<file path="config.mk">
export PLATFORM = sky130hd
export DESIGN_NAME = spike_contrib_sweeper
export DESIGN_NICKNAME = d
export VERILOG_FILES = /design/src/rtl/spike_contrib_sweeper.sv
export SDC_FILE = /design/constraint.sdc
export NUM_CORES = 1
export LEC_CHECK = 0
export CAP_MARGIN = 40
export CORE_ASPECT_RATIO = 1.2
export CORE_MARGIN = 3
export CORE_UTILIZATION = 23
export DETAILED_ROUTE_END_ITERATION = 8
export GPL_TIMING_DRIVEN = 0
export HOLD_SLACK_MARGIN = 0.03
export PLACE_DENSITY_LB_ADDON = 0.3
export SLEW_MARGIN = 20
export SYNTH_ARGS = -nofsm -noshare
export SYNTH_HDL_FRONTEND = slang
export SYNTH_SLANG_ARGS = --single-unit
</file>
<file path="constraint.sdc">
create_clock -name clk -period 3.9 [get_ports clk]
set_input_delay 0.78 -clock clk [delete_from_list [all_inputs] [get_ports clk]]
set_output_delay 0.78 -clock clk [all_outputs]
set_load 0.005 [all_outputs]
</file>
<file path="src/rtl/spike_contrib_sweeper.sv">
// Per-spike weight sweeper: for one captured {spike, src} event, reads W[t][src] for every
// active target t and streams spike*weight contributions through a small output buffer.
module spike_contrib_sweeper #(
    parameter int TEN_DATA_WIDTH  = 2,
    parameter int NEURON_ID_WIDTH = 9,
    parameter int W_WIDTH         = 8,
    parameter int SKID_DEPTH      = 4
) (
    input  logic                                      clk,
    input  logic                                      reset_l,
    input  logic                                      ev_valid,
    input  logic [TEN_DATA_WIDTH+NEURON_ID_WIDTH-1:0] ev_data,
    input  logic [3:0]                                bits_in_active_neuron,
    output logic                                      w_rd_en,
    output logic [2*NEURON_ID_WIDTH-1:0]              w_rd_addr,
    input  logic [W_WIDTH-1:0]                        w_rd_data,
    output logic                                      contrib_valid,
    input  logic                                      contrib_ready,
    output logic [NEURON_ID_WIDTH-1:0]                contrib_id,
    output logic [W_WIDTH+TEN_DATA_WIDTH-1:0]         contrib_val,
    output logic                                      busy,
    output logic                                      sweep_done,
    output logic                                      ev_overflow
);
    // state  | meaning
    // IDLE   | waiting for an event; the only state that accepts one
    // SWEEP  | issuing weight reads in ascending target order
    // DRAIN  | all reads issued; waiting for pipeline and buffer to empty
    // DONE   | one cycle, sweep_done high

    localparam int SPK = TEN_DATA_WIDTH;
    localparam int NID = NEURON_ID_WIDTH;
    localparam int CW  = W_WIDTH + TEN_DATA_WIDTH;
    localparam int PW  = $clog2(SKID_DEPTH);
    localparam int TW  = NID + 1;

    typedef enum logic [1:0] {S_IDLE, S_SWEEP, S_DRAIN, S_DONE} state_t;

    state_t          state;
    logic [SPK-1:0]  spike_q;
    logic [NID-1:0]  src_q;
    logic [TW-1:0]   n_q;
    logic [TW-1:0]   t_q;
    logic            inflight_q;
    logic [NID-1:0]  inflight_id;

    logic [NID-1:0]  mem_id  [SKID_DEPTH];
    logic [CW-1:0]   mem_val [SKID_DEPTH];
    logic [PW-1:0]   wr_ptr;
    logic [PW-1:0]   rd_ptr;
    logic [PW:0]     count;

    logic [TW-1:0]   rd_t;
    logic [PW:0]     occ;
    logic            space;
    logic            have_t;
    logic            pop;
    logic [3:0]      bits_c;
    logic signed [CW-1:0] push_val;

    // The source target is skipped in the same cycle, so a skip costs no bandwidth.
    assign rd_t   = (t_q == {1'b0, src_q}) ? t_q + TW'(1) : t_q;
    assign occ    = count + (PW+1)'(inflight_q);
    assign space  = occ < (PW+1)'(SKID_DEPTH);
    assign have_t = rd_t < n_q;

    assign w_rd_en   = (state == S_SWEEP) && have_t && space;
    assign w_rd_addr = w_rd_en ? {rd_t[NID-1:0], src_q} : '0;

    assign contrib_valid = (count != '0);
    assign contrib_id    = mem_id[rd_ptr];
    assign contrib_val   = mem_val[rd_ptr];
    assign pop           = contrib_valid && contrib_ready;

    assign push_val = $signed({{W_WIDTH{spike_q[SPK-1]}}, spike_q})
                    * $signed({{SPK{w_rd_data[W_WIDTH-1]}}, w_rd_data});

    always_comb begin
        bits_c = bits_in_active_neuron;
        if (bits_in_active_neuron == 4'd0)
            bits_c = 4'd1;
        else if (bits_in_active_neuron > 4'(NID))
            bits_c = 4'(NID);
    end

    always_ff @(posedge clk or negedge reset_l) begin
        if (!reset_l) begin
            inflight_q  <= 1'b0;
            inflight_id <= '0;
            wr_ptr      <= '0;
            rd_ptr      <= '0;
            count       <= '0;
            for (int i = 0; i < SKID_DEPTH; i++) begin
                mem_id[i]  <= '0;
                mem_val[i] <= '0;
            end
        end else begin
            inflight_q  <= w_rd_en;
            inflight_id <= rd_t[NID-1:0];
            if (inflight_q) begin
                mem_id[wr_ptr]  <= inflight_id;
                mem_val[wr_ptr] <= push_val;
                wr_ptr          <= wr_ptr + PW'(1);
            end
            if (pop)
                rd_ptr <= rd_ptr + PW'(1);
            count <= count + (PW+1)'(inflight_q) - (PW+1)'(pop);
        end
    end

    always_ff @(posedge clk or negedge reset_l) begin
        if (!reset_l) begin
            state       <= S_IDLE;
            spike_q     <= '0;
            src_q       <= '0;
            n_q         <= '0;
            t_q         <= '0;
            busy        <= 1'b0;
            sweep_done  <= 1'b0;
            ev_overflow <= 1'b0;
        end else begin
            if (ev_valid && state != S_IDLE)
                ev_overflow <= 1'b1;
            case (state)
                S_IDLE: begin
                    if (ev_valid) begin
                        spike_q <= ev_data[NID+SPK-1:NID];
                        src_q   <= ev_data[NID-1:0];
                        n_q     <= TW'(1) << bits_c;
                        t_q     <= '0;
                        busy    <= 1'b1;
                        if (ev_data[NID+SPK-1:NID] == '0) begin
                            state      <= S_DONE;
                            sweep_done <= 1'b1;
                        end else begin
                            state <= S_SWEEP;
                        end
                    end
                end
                S_SWEEP: begin
                    if (w_rd_en)
                        t_q <= rd_t + TW'(1);
                    if ((w_rd_en && rd_t == n_q - TW'(1)) || !have_t)
                        state <= S_DRAIN;
                end
                S_DRAIN: begin
                    // Leave as soon as the final pop is happening this cycle.
                    if (!inflight_q && (count == '0 || (count == (PW+1)'(1) && pop))) begin
                        state      <= S_DONE;
                        sweep_done <= 1'b1;
                    end
                end
                S_DONE: begin
                    state      <= S_IDLE;
                    sweep_done <= 1'b0;
                    busy       <= 1'b0;
                end
                default: state <= S_IDLE;
            endcase
        end
    end
endmodule

</file>
==> run_results.csv <==
group,metric,value,unit
logic_synthesis,yosys_warnings,0,
critical_path,endpoint_kind,"output pin",
drt,post-route-drc-count,0,
min_path,min_path_type,"in2async",
power,peakVddDrop,0.338,mV
power,power_density,696,nW/µm²
critical_path,cp_slowest_cell,"dfrtp_2",
floorplanning,ios,69,
clock_network,htreeDepth,4,
outcome,violations,"negative setup slack",
timing,fin_crit,4.60,ns
final_layout,mostFrequentLayoutCells,"128 x dfrtp_1, 77 x mux2_2, 51 x nand2_1",
clock_network,cts_hold_buf,0,
drt,viasPerCell,4.34,
critical_path,crit_required,3.12,ns
logic_synthesis,synth_nets,670,
final_layout,fin_util,31.4,%
critical_path,critPathLaunchType,"register",
timing,finalHoldViolations,0,
floorplanning,fp.dieH,200,µm
clock_network,clockBufferDepth,2,
drt,routed_wl,18200,µm
final_layout,final_common_cell,"dfrtp_1",
drt,drtPass1Iterations,5,
logic_synthesis,synth_ff_type,"dfrtp_1",
logic_synthesis,syn_inst,602,
floorplanning,rows,70,
grt,grt-ovfl-total,0,
critical_path,path_cells,"xor2_1, nor4_4, nand4_1, buf_6, or3_4, xnor2_4, ha_4, nand3_2, and4b_1, o31ai_4, or2_4, inv_6, clkbuf_16, buf_8, and2_4, buf_6",
critical_path,path_class,"reg2out",
final_layout,drive_gt1_share,35.5,%
critical_path,critical-path-max-stage-delay,0.46,ns
logic_synthesis,async_flop_share,100,%
drt,drtAntennaViolNets,0,
timing,hold_ws,0.332,ns
final_layout,multi_input_area,4030,µm²
placement,dp_hpwl,12900,µm
timing,finalWorstSetupSlack,-0.704,ns
clock_network,path_clk_slew,0.06,ns
timing,setup_viol,19,
timing,drv_slew,0,
grt,grt_pass1_wl,29600,µm
critical_path,crit_family,"simple AND/OR/NAND/NOR gates",
final_layout,final_net_count,794,
run,maxCapViolCount,0,
logic_synthesis,synth_seq_cells,129,
grt,antenna_found_initial,0,
critical_path,crit_fanout,6,
grt,grt.total_usage,11.3,%
timing,max_slew.worst_pin.slew,0.785,ns
logic_synthesis,avgSynthCellArea,12.0,µm²
power,finalPower,6.72,mW
floorplanning,die_area,33600,µm²
timing,clock.fmax,217,MHz
drt,wl_per_cell,16.0,µm
clock_network,clock_sinks,129,
clock_network,cts_tree,"yes",
critical_path,cp_num_buf_inv,5,
drt,num_vias,4930,
power,leakage,4.37,nW
timing,max-slew-margin-rel,47.7,%
clock_network,cts_made_buffers,17,
drt,drt_iter0_drc,226,
logic_synthesis,ys_seq_area_share,44.6,%
floorplanning,start_util,23.5,%
outcome,status,"finished, violations left",
final_layout,regArea,3230,µm²
critical_path,crit_top_cell,"buf_6",
final_layout,antenna_cells,0,
logic_synthesis,synth_edf_count,0,
clock_network,clock_latency,0.42,ns
logic_synthesis,synth_cell_types,64,
final_layout,fillCellCount,3137,
timing,min_period_over_period,118,%
critical_path,worst-r2r-setup-slack,0.13,ns
placement,io_buffers,67,
logic_synthesis,synth_top_area_share,44.6,%
floorplanning,coreArea,30700,µm²
placement,gp_congestion,0.783,
logic_synthesis,syn-cell-area,7240,µm²
logic_synthesis,yosys.area.top_type,"dfrtp_1",
final_layout,areaGrowthSynthToFinish,33.3,%
timing,rsz0062_at_grt,"true",
critical_path,critPathArrivalTime,3.82,ns
timing,skew,0.00604,ns
clock_network,cts_root_buf,"clkbuf_16",
logic_synthesis,synth_area_leaders,"dfrtp_1 45%, mux2_2 12%, ha_1 6.7%",
grt,grt_max_degree,74,
grt,grt_pass1_vias,5256,
floorplanning,dieWidth,168,µm
[routing by layer]
metal | wire length, µm | vias to the layer above | global-route usage, %
met5 | 0 | - | 0
met2 | 8900 | 83 | 18.1
met3 | 573 | 15 | 2.43
met4 | 230 | 0 | 3.45
li1 | - | 2371 | -
met1 | 8510 | 2461 | 15.2
[kinds of logic (layout without fill, tap and decap cells)]
logic type	after synthesis	after routing	synth area share [%]
simple gates	150	150	11.5
xor+xnor	51	51	7.54
flops	129	129	44.6
compound gates	71	71	6.46
buf+inv	60	197	4.10
mux	100	100	18.5
fa+ha+maj	41	41	7.29
[state kept, by name, indices dropped and copies added (netlist names)]
signal / cells
mem_val: 40
mem_id: 36
n_q: 10
t_q: 10
inflight_id: 9
src_q: 9
count: 3
rd_ptr: 2
spike_q: 2
state: 2
wr_ptr: 2
busy: 1
ev_overflow: 1
inflight_q: 1
sweep_done: 1
[cells in the mapped netlist, types with 3 or more instances]
library cell / number
buf_6: 4
nand2b_1: 4
mux2i_1: 3
xnor3_1: 5
dfrtp_1: 129
a31oi_1: 4
nand4_1: 4
a22o_1: 5
mux4_2: 19
xor2_1: 17
and2_1: 21
nor3_1: 7
buf_1: 6
o41ai_1: 7
a21o_1: 3
nand2_1: 51
o21ai_0: 26
nand3_1: 7
inv_1: 30
ha_1: 39
nor4_2: 3
xnor2_1: 26
clkbuf_1: 13
a21oi_1: 10
nor2_2: 6
mux2_2: 77
nor2b_1: 10
nor2_1: 18
[layout make-up]
type | count | area share, %
Multi-Input combinational cell | 413 | 41.7
Tap cell | 396 | 5.13
Sequential cell | 129 | 33.5
Clock buffer | 18 | 4.45
Inverter | 30 | 1.22
Clock inverter | 14 | 1.37
Buffer | 29 | 2.31
Timing Repair Buffer | 106 | 10.3
[worst paths after layout]
| kind | startpoint | to | cells after the start |
|---|---|---|---|
| hold / removal | reset_l | mem_val[8] | 1 |
| min in group clk | ev_overflow | ev_overflow | 1 |
| max in group asynchronous | reset_l | mem_id[30] | 2 |
| hold reg to reg | ev_overflow | ev_overflow | 1 |
| setup reg to reg | t_q[1] | t_q[2] | 19 |
| setup / recovery | t_q[1] | w_rd_addr[3] | 16 |
[where the power goes]
part	internal, mW	switching (mW)
sequential	1.75	0.315
clock	0.883	0.639
combinational	1.68	1.46
total	4.31	2.41
[worst reg2reg max path: cells and delay by family (launching register included)]
kind / cells / cell delay, ns
and+or+nand+nor: 6 / 1.47
xor gates and xnor gates: 2 / 0.42
AOI/OAI and AO/OA: 4 / 0.40
adders and majority gates: 1 / 0.23
DFF: 1 / 0.46
buffers and inverters: 6 / 0.67
[metrics by stage]
step | setup WS (ns) | TNS [ns] | area [µm²] | instances
after floorplan | -0.0902 | -1.12 | 7300 | 602
after global placement | -3.48 | -473.10 | 8470 | 1065
after detailed placement | -1.13 | -22.39 | 8530 | 1069
after CTS | -0.748 | -12.26 | 9510 | 1125
after global routing | -0.868 | -14.77 | 9650 | 1135
final | -0.704 | -11.58 | 9650 | 1135
[what timing repair did]
action,CTS,global route
gates cloned,0,0
pin swaps,18,14
setup buffers,25,10
setup endpoints to repair,29,28
gates resized for setup,125,24
Power figures use the tool's default switching activity.
